<file path="config.mk">
export PLATFORM = sky130hd
export DESIGN_NAME = lcd_bcd_display
export DESIGN_NICKNAME = d
export VERILOG_FILES = /design/src/rtl/lcd_bcd_display.sv
export SDC_FILE = /design/constraint.sdc
export NUM_CORES = 1
export LEC_CHECK = 0
export ABC_AREA = 1
export CAP_MARGIN = 5
export CORE_ASPECT_RATIO = 1.1
export CORE_MARGIN = 2
export CORE_UTILIZATION = 44
export DETAILED_ROUTE_END_ITERATION = 10
export SLEW_MARGIN = 20
export SYNTH_ARGS = -nofsm -noshare
export SYNTH_HDL_FRONTEND = slang
export SYNTH_SLANG_ARGS = --single-unit
</file>
<file path="constraint.sdc">
create_clock -name clk -period 5 [get_ports clk]
set_input_delay 0.5 -clock clk [delete_from_list [all_inputs] [get_ports clk]]
set_output_delay 0.5 -clock clk [all_outputs]
set_load 0.02 [all_outputs]
</file>
<file path="src/rtl/lcd_bcd_display.sv">
// HD44780 8-bit character-LCD writer: runs its own power-up wait and init, then on each
// accepted start writes a latched BCD reading as "<int>.<frac> <deg><unit>".
module lcd_bcd_display #(
  parameter int NDIG         = 4,
  parameter int FRAC_DIG     = 2,
  parameter int BLANK_LZ     = 0,
  parameter int EN_PULSE_CYC = 12,
  parameter int CMD_WAIT_CYC = 2000,
  parameter int CLR_WAIT_CYC = 82000,
  parameter int POR_WAIT_CYC = 750000
) (
  input  logic              clk,
  input  logic              rst,
  input  logic              start,
  input  logic [4*NDIG-1:0] bcd,
  input  logic [7:0]        unit,
  output logic              busy,
  output logic              done,
  output logic              lcd_rs,
  output logic              lcd_rw,
  output logic              lcd_en,
  output logic [7:0]        lcd_data
);

  localparam int NINT  = NDIG - FRAC_DIG;
  localparam int NCHAR = NDIG + ((FRAC_DIG > 0) ? 1 : 0) + 3;
  localparam int MAX_A = (EN_PULSE_CYC > CMD_WAIT_CYC) ? EN_PULSE_CYC : CMD_WAIT_CYC;
  localparam int MAX_B = (CLR_WAIT_CYC > POR_WAIT_CYC) ? CLR_WAIT_CYC : POR_WAIT_CYC;
  localparam int MAXC  = (MAX_A > MAX_B) ? MAX_A : MAX_B;
  localparam int CW    = $clog2(MAXC + 1);

  localparam logic [CW-1:0] EN_LAST  = CW'(EN_PULSE_CYC - 1);
  localparam logic [CW-1:0] CMD_LAST = CW'(CMD_WAIT_CYC - 1);
  localparam logic [CW-1:0] CLR_LAST = CW'(CLR_WAIT_CYC - 1);
  localparam logic [CW-1:0] POR_LAST = CW'(POR_WAIT_CYC - 1);

  typedef enum logic [2:0] {S_POR, S_INIT, S_IDLE, S_ADDR, S_CHAR} state_t;
  typedef enum logic [1:0] {PH_SETUP, PH_PULSE, PH_WAIT} phase_t;

  state_t            state, state_n;
  phase_t            phase, phase_n;
  logic [CW-1:0]     cnt, cnt_n, wait_last;
  logic [3:0]        idx, idx_n;
  logic              load, accept, done_n, rs_n, blank;
  logic [7:0]        byte_n;
  logic [3:0]        nib;
  logic [4*NDIG-1:0] bcd_q;
  logic [7:0]        unit_q;
  logic [7:0]        chars [16];

  // Frame text from the latched reading; blanking stops at the first non-zero integer digit.
  always_comb begin
    for (int k = 0; k < 16; k++) chars[4'(k)] = 8'h20;
    blank = (BLANK_LZ != 0);
    nib   = 4'd0;
    for (int d = 0; d < NDIG; d++) begin
      nib = bcd_q[4*(NDIG-1-d) +: 4];
      if (d < NINT && blank && nib == 4'd0 && d != NINT - 1) begin
        chars[4'(d)] = 8'h20;
      end else begin
        if (d < NINT) blank = 1'b0;
        chars[4'((d < NINT) ? d : d + 1)] = (nib > 4'd9) ? 8'h2D : {4'h3, nib};
      end
    end
    if (FRAC_DIG > 0) chars[4'(NINT)] = 8'h2E;
    chars[4'(NCHAR-3)] = 8'h20;
    chars[4'(NCHAR-2)] = 8'hDF;
    chars[4'(NCHAR-1)] = unit_q;
  end

  // The byte on the bus decides how long the controller needs after the strobe.
  assign wait_last = (!lcd_rs && lcd_data == 8'h01) ? CLR_LAST : CMD_LAST;

  always_comb begin
    state_n = state;
    phase_n = phase;
    cnt_n   = cnt;
    idx_n   = idx;
    load    = 1'b0;
    accept  = 1'b0;
    done_n  = 1'b0;
    case (state)
      S_POR: begin
        if (cnt == POR_LAST) begin
          state_n = S_INIT;
          phase_n = PH_SETUP;
          cnt_n   = '0;
          idx_n   = 4'd0;
          load    = 1'b1;
        end else begin
          cnt_n = cnt + 1'b1;
        end
      end
      S_IDLE: begin
        if (start && !done) begin
          accept  = 1'b1;
          state_n = S_ADDR;
          phase_n = PH_SETUP;
          cnt_n   = '0;
          load    = 1'b1;
        end
      end
      default: begin
        case (phase)
          PH_SETUP: begin
            phase_n = PH_PULSE;
            cnt_n   = '0;
          end
          PH_PULSE: begin
            if (cnt == EN_LAST) begin
              phase_n = PH_WAIT;
              cnt_n   = '0;
            end else begin
              cnt_n = cnt + 1'b1;
            end
          end
          default: begin
            if (cnt == wait_last) begin
              cnt_n   = '0;
              phase_n = PH_SETUP;
              load    = 1'b1;
              if (state == S_INIT && idx == 4'd3) begin
                state_n = S_IDLE;
                phase_n = PH_WAIT;
                load    = 1'b0;
              end else if (state == S_ADDR) begin
                state_n = S_CHAR;
                idx_n   = 4'd0;
              end else if (state == S_CHAR && idx == 4'(NCHAR - 1)) begin
                state_n = S_IDLE;
                phase_n = PH_WAIT;
                load    = 1'b0;
                done_n  = 1'b1;
              end else begin
                idx_n = idx + 4'd1;
              end
            end else begin
              cnt_n = cnt + 1'b1;
            end
          end
        endcase
      end
    endcase
  end

  always_comb begin
    byte_n = 8'h00;
    rs_n   = 1'b0;
    case (state_n)
      S_INIT: begin
        case (idx_n)
          4'd0:    byte_n = 8'h38;
          4'd1:    byte_n = 8'h0C;
          4'd2:    byte_n = 8'h06;
          default: byte_n = 8'h01;
        endcase
      end
      S_ADDR: byte_n = 8'h80;
      S_CHAR: begin
        byte_n = chars[idx_n];
        rs_n   = 1'b1;
      end
      default: byte_n = 8'h00;
    endcase
  end

  always_ff @(posedge clk or posedge rst) begin
    if (rst) begin
      state    <= S_POR;
      phase    <= PH_WAIT;
      cnt      <= '0;
      idx      <= 4'd0;
      bcd_q    <= '0;
      unit_q   <= 8'h00;
      lcd_rs   <= 1'b0;
      lcd_data <= 8'h00;
      lcd_en   <= 1'b0;
      done     <= 1'b0;
    end else begin
      state  <= state_n;
      phase  <= phase_n;
      cnt    <= cnt_n;
      idx    <= idx_n;
      lcd_en <= (phase_n == PH_PULSE);
      done   <= done_n;
      if (load) begin
        lcd_rs   <= rs_n;
        lcd_data <= byte_n;
      end
      if (accept) begin
        bcd_q  <= bcd;
        unit_q <= unit;
      end
    end
  end

  assign busy   = (state != S_IDLE);
  assign lcd_rw = 1'b0;

endmodule

</file>
==> reports/results.ini, run 1 <==
[synthesis]
synth_nets=550
syn_area_um2=3930
synth_top_cell_by_area=dfrtp_1
yosysWarningCount=64
synth.area.top_cells=dfrtp_1 40%, nand2_1 8.5%, nor2_1 6.8%
synth_area_per_cell_um2=7.54
ys_types=44
ys_ff_latch=64
yosysTopAreaCellShare_pct=40.2
synth_cells=521
yosysSeqAreaShare_pct=40.8

[placement]
io_buffers=38
dpl.hpwl_um=7270
gp_congestion=0.951
pre_cts_ws_ns=2.30

[detailed_routing]
wl_per_cell_um=14.0
detail_route.vias_per_cell=5.10
firstDrtPassIters=4
wl_um=9540
drtIter0Drc=149
vias=3464
ant_nets=0
drcViolationCount=0

[critical_path]
path_class=reg -> reg
cp.required_ns=5.24
end_kind=flip-flop
start_kind=flip-flop
regToRegSetupSlack_ns=2.45
timing.rr.end=cnt[15]$_DFFE_PP0P_
r2r-start=cnt[0]$_DFFE_PP0P_
crit_fanout=11
critPathArrivalTime_ns=2.79
reg2regPathDepth=12

[clock_tree]
cts_setup_buffers=0
htreeDepth=3
cts_buffers=9
cts_buffer_depth=2
cts_tree=done
clkLatencyLatePin_ns=0.35
postCtsHoldBufs=0
path_clk_slew_ns=0.08
cts-root-buf=clkbuf_8
cts-resized-gates=0
clock-sinks=64

[timing]
layout_setup_ws_ns=2.45
drv_slew=0
relSlewSlack_pct=63.6
clock-skew-final_ns=0.00820
rsz0062_at_grt=no
setup_viol=0
fin_tns_setup_ns=0
fin_crit_ns=2.55
period_share_pct=51.0
fmax_mhz=392
worstMarginPinSlew_ns=0.546
hold_viol=0

[layout]
drive_gt1_share_pct=15.6
finalNetCount=589
ff_latch_area_um2=1600
areaGrowthSynthToFinish_pct=16.3
diodes=0
nFillCells=892
multiInputGateArea_um2=1930

[floorplan]
fp.dieH_um=103
dieArea_um2=9700
core_area_um2=8780
num_rows=36
start_util_pct=44.7
die_w_um=94.1
num_io_pins=40

[power]
power_density_nw_per_um2=213
vdd_drop_max_mv=0.110
power.leakage_nw=2.20

[global_routing]
globalRouteOverflowTotal=0
gr-usage-met1_pct=26.5
top_usage_layer=met2
antenna_found_initial=0
grt_max_degree=44
use_met3_pct=3.87
grt_pass1_wl_um=16100
grt_pass1_vias=3400
met2_usage_pct=37.5
grt_util_all_layers_pct=21.4

[min_path]
hp-class=in -> async

[run]
cap_violations=0

[outcome]
status=finished, final reports clean

[worst max-delay path, cell delays in order, from the launching register on]
cell     delay [ns]
dfrtp_1        0.41
ha_1           0.26
nand3_2        0.16
inv_2          0.10
nand2_1        0.06
nor3_2         0.18
nand3_2        0.16
nand2_1        0.10
nand3_1        0.13
nor2_2         0.35
inv_1          0.30
o21ai_0        0.15
a21oi_1        0.08
[sequential cells by signal (all words and copies together) (netlist names)]
signal and count:
phase 2, unit_q 8, lcd_data 8, state 3
bcd_q 16, idx 4, cnt 20, lcd_rs 1
done 1, lcd_en 1
[cells in the mapped netlist, drive strengths merged]
cell type / instances
nand2: 103
inv: 80
nor2: 80
dfrtp: 63
nand3: 47
a21oi: 44
o21ai: 27
nor3: 14
nand4: 9
buf: 8
mux2: 7
nor4: 7
clkbuf: 5
or2: 4
xor2: 4
nand3b: 3
o211ai: 3
clkinv: 2
ha: 2
o31ai: 2
a22o: 1
a31oi: 1
a32oi: 1
and3: 1
conb: 1
dfstp: 1
o2111ai: 1
[layout make-up]
cell class | count | area share (%)
repair buffers | 41 | 8.82
well taps | 114 | 3.12
inverters | 82 | 6.79
flip-flops and latches | 64 | 35.1
clock inverters | 6 | 0.959
multi-input cells | 362 | 42.2
clock buffers | 10 | 3.01
[power breakdown]
part / switching [mW] / internal, mW
Combinational: 0.0137 / 0.0183
Sequential: 0 / 0.517
Clock: 0.227 / 0.195
Total: 0.241 / 0.730
[metrics by stage]
step / utilization [%] / instances / hold WS (ns) / power, mW / instance area, µm²
6_report: 52.0 / 679 / 0.474 / 0.971 / 4570
5_1_grt: 52.0 / 679 / 0.517 / 1.01 / 4570
4_1_cts: 52.0 / 679 / 0.485 / 0.985 / 4570
3_5_place_dp: 49.9 / 663 / 0.496 / 0.561 / 4390
3_3_place_gp: 49.9 / 663 / 0.495 / 0.560 / 4390
2_1_floorplan: - / 521 / 0.468 / 0.537 / 3930
[worst max-delay path by stage]
stage | depth (start not counted) | from | slack [ns] | end
final | 12 | cnt[0]$_DFFE_PP0P_ | 2.45 | cnt[15]$_DFFE_PP0P_
after global routing | 12 | cnt[0]$_DFFE_PP0P_ | 2.17 | cnt[13]$_DFFE_PP0P_
after CTS | 12 | cnt[0]$_DFFE_PP0P_ | 2.43 | cnt[15]$_DFFE_PP0P_
after detailed placement | 14 | start | 2.30 | cnt[17]$_DFFE_PP0P_
after global placement | 14 | start | 2.37 | cnt[17]$_DFFE_PP0P_
after floorplan | 1 | rst | 2.90 | bcd_q[0]$_DFFE_PP0P_
[cell usage in the layout, fill, tap and decap left out, types with 2 or more instances in the layout]
| cell | instances |
|---|---|
| o211ai_1 | 3 |
| inv_2 | 12 |
| dfrtp_1 | 63 |
| or2_2 | 3 |
| a21oi_2 | 6 |
| o21ai_2 | 4 |
| mux2_2 | 7 |
| nand4_1 | 9 |
| xor2_1 | 4 |
| o31ai_1 | 2 |
| clkdlybuf4s50_1 | 38 |
| nand3_2 | 5 |
| clkinv_1 | 2 |
| nor2_2 | 7 |
| clkinv_2 | 2 |
| a21oi_1 | 38 |
| nor3_2 | 5 |
| o21ai_0 | 17 |
| ha_1 | 2 |
| nand3_1 | 41 |
| nand2_4 | 6 |
| nor4_1 | 6 |
| nor3_1 | 9 |
| buf_4 | 3 |
| nor2_1 | 71 |
| o21ai_1 | 6 |
| nand2_2 | 8 |
| inv_1 | 67 |
| nand3b_1 | 3 |
| nand2_1 | 89 |
| clkinv_4 | 2 |
| clkbuf_8 | 10 |
[cell families (layout without fill, tap and decap cells)]
logic type / Yosys count / count (layout) / share of synthesized area [%]
other cells: 1 / 1 / 0.0955
fa+ha+maj: 2 / 2 / 0.637
mux: 7 / 7 / 2.01
simple gates: 268 / 268 / 33.7
compound gates: 80 / 80 / 11.8
buf+inv: 95 / 139 / 10.1
flops: 64 / 64 / 40.8
xor+xnor: 4 / 4 / 0.892
[routing by layer]
layer	share of wire, %	wire length [µm]
met1	43	4140
met2	51	4870
met3	4.0	378
met4	1.5	144
met5	0	0
(Power assumes the default switching activity.)
==> run 2, diff against run 1 <==
Clock period 5 ns to 2.6 ns, I/O delays scaled along.
==> run 2 against run 1 <==
Maximum frequency up 4.6%. Clock-buffer cell count grew 1. Global-route usage up 0.78 points. Non-clock buffer count increased by 19. Worst setup slack got worse by 2.3 ns. Largest cell class unchanged. Die area did not move. Core utilization is 2.7 points higher. Critical path type unchanged. Clock skew up 0.0012 ns.
==> reports/results.ini, run 2 (synthesis gave the netlist of run 1 again) <==
[layout]
drive_gt1_share_pct=18.8  ; +3.3 points
areaGrowthSynthToFinish_pct=22.3
finalNetCount=608  ; +3.2%
top_register=cnt
nFillCells=881  ; -1.2%
diodes=0  ; unchanged
reg_top3=cnt: 20 flops, bcd_q: 16 flops
utilization_pct=54.7  ; +2.7 points
final_cell_mix=89 x nand2_1, 70 x nor2_1, 67 x inv_1
final_common_cell=nand2_1
largest_reg_flops=20  ; unchanged

[clock_tree]
htreeDepth=3  ; unchanged
cts-root-buf=clkbuf_8
clock-sinks=64  ; unchanged
cts_buffer_depth=2  ; unchanged
path_clk_slew_ns=0.07  ; about the same
cts_tree=done
clkLatencyLatePin_ns=0.34  ; about the same
cts_buffers=9  ; unchanged

[critical_path]
r2r-start=cnt[1]$_DFFE_PP0P_
critPathArrivalTime_ns=2.67  ; -0.12 ns
reg2regPathDepth=18  ; +6
end_kind=flip-flop
cp.required_ns=2.84  ; -2.40 ns
critPathSlowestCell=dfrtp_1
timing.critical_path.buf_inv=1  ; -1
cp_top_family=simple AND/OR/NAND/NOR gates
path_class=reg -> reg
crit_fanout=17  ; +6
max_stage_delay_ns=0.39  ; -0.02 ns
timing.rr.end=lcd_data[4]$_DFFE_PP0P_
regToRegSetupSlack_ns=0.16  ; -2.29 ns
path_common_cell=nand2_1
start_kind=flip-flop
cp_cell_sequence=ha_4 -> nand3_2 -> inv_2 -> nand2_1 -> nor3_2 -> nand3_2 -> nor2_4 -> nand3_2 -> nand2_4 -> nand2_8 -> nand2_1 -> nand3_1 -> nand2_1 -> nand2_1 -> nand2_1 -> nand2_1 -> nand2_1 -> nand2_1

[floorplan]
core_area_um2=8780  ; unchanged
start_util_pct=44.7  ; unchanged
die_w_um=94.1  ; unchanged
num_rows=36  ; unchanged
dieArea_um2=9700  ; unchanged
num_io_pins=40  ; unchanged
fp.dieH_um=103  ; unchanged

[timing]
hold_slack_ns=0.300  ; -0.174 ns
drv_slew=0  ; unchanged
setup_viol=0  ; unchanged
relSlewSlack_pct=59.9  ; -3.7 points
fin_crit_ns=2.44  ; -0.111 ns
clock-skew-final_ns=0.00943  ; +0.00124 ns
hold_viol=0  ; unchanged
period_share_pct=93.7  ; +43 points
fmax_mhz=410  ; +4.6%
worstMarginPinSlew_ns=0.600  ; +0.0544 ns

[detailed_routing]
wl_per_cell_um=14.4  ; +2.2%
vias=3569  ; +3.0%
drtIter0Drc=151  ; +1.3%
ant_nets=0  ; unchanged
firstDrtPassIters=5  ; +1
detail_route.vias_per_cell=5.11  ; +0.23%
drcViolationCount=0  ; unchanged
wl_um=10000  ; +5.1%

[min_path]
hp-class=in -> async

[power]
power.leakage_nw=2.31  ; +5.1%
vdd_drop_max_mv=0.236  ; +120%
power_density_nw_per_um2=417  ; +96%

[run]
cap_violations=0  ; unchanged

[global_routing]
antenna_found_initial=0  ; unchanged
globalRouteOverflowTotal=0  ; unchanged
grt_pass1_vias=3498  ; +2.9%
grt_max_degree=42  ; -4.5%
grt_util_all_layers_pct=22.2  ; +0.78 points
grt_pass1_wl_um=16600  ; +2.7%

[placement]
dpl.hpwl_um=7800  ; +7.3%
io_buffers=38  ; unchanged
gp_congestion=0.962  ; +1.2%

[outcome]
status=finished, final reports clean

-- run 2: changes by cell type in the layout (fill, tap and decap cells not counted), moves of 2 or more --
cell,previous run,this run
buf_4,3,21
bufinv_16,0,2
clkbuf_1,0,2
dfrtp_1,63,61
dfrtp_2,0,2
-- run 2: how the worst max path moves through the flow --
stage,cells after the start,startpoint,end,slack (ns)
6_report,18,cnt[1]$_DFFE_PP0P_,lcd_data[4]$_DFFE_PP0P_,0.16
3_3_place_gp,14,start,cnt[17]$_DFFE_PP0P_,0.06
5_1_grt,18,cnt[0]$_DFFE_PP0P_,lcd_data[4]$_DFFE_PP0P_,-0.009
3_5_place_dp,14,start,cnt[17]$_DFFE_PP0P_,0.07
2_1_floorplan,16,cnt[0]$_DFFE_PP0P_,lcd_data[2]$_DFFE_PP0P_,0.55
4_1_cts,16,cnt[0]$_DFFE_PP0P_,lcd_data[3]$_DFFE_PP0P_,0.09
-- run 2: area by class of cell --
| cell class | count | area (µm²) | area share, % |
|---|---|---|---|
| Clock buffer | 11 | 131 | 2.74 |
| Clock inverter | 5 | 81.3 | 1.69 |
| Inverter | 82 | 315 | 6.57 |
| Multi-Input combinational cell | 362 | 1970 | 41.0 |
| Sequential cell | 64 | 1610 | 33.4 |
| Tap cell | 114 | 143 | 2.97 |
| Timing Repair Buffer | 60 | 558 | 11.6 |
-- run 2: layer usage --
metal	vias to the layer above	wire (µm)	global-route usage, %
met5	-	0	0
met4	0	506	13.2
met3	35	275	3.29
li1	1805	-	-
met1	1642	4230	26.0
met2	87	5020	38.7
-- run 2: what timing repair did --
item	CTS	global route
hold buffers	0	0
buffers inserted	0	6
setup endpoints to repair	0	8
resized for setup	0	11
-- run 2: stage by stage --
| stage | power [mW] | instance area [µm²] | std cells | TNS, ns | setup WS, ns |
|---|---|---|---|---|---|
| after floorplan | 1.03 | 3930 | 521 | 0 | 0.551 |
| after global placement | 1.08 | 4500 | 676 | 0 | 0.0644 |
| after detailed placement | 1.08 | 4500 | 676 | 0 | 0.0675 |
| after CTS | 2.04 | 4710 | 692 | 0 | 0.0880 |
| after global routing | 2.09 | 4800 | 698 | -0.00937 | -0.00892 |
| final | 2.00 | 4800 | 698 | 0 | 0.163 |
-- run 2: power breakdown --
part	internal (mW)	switching (mW)	total [mW]
Sequential	0.995	0	0.995
Clock	0.541	0.398	0.939
Combinational	0.0391	0.0278	0.0668
Total	1.57	0.426	2.00
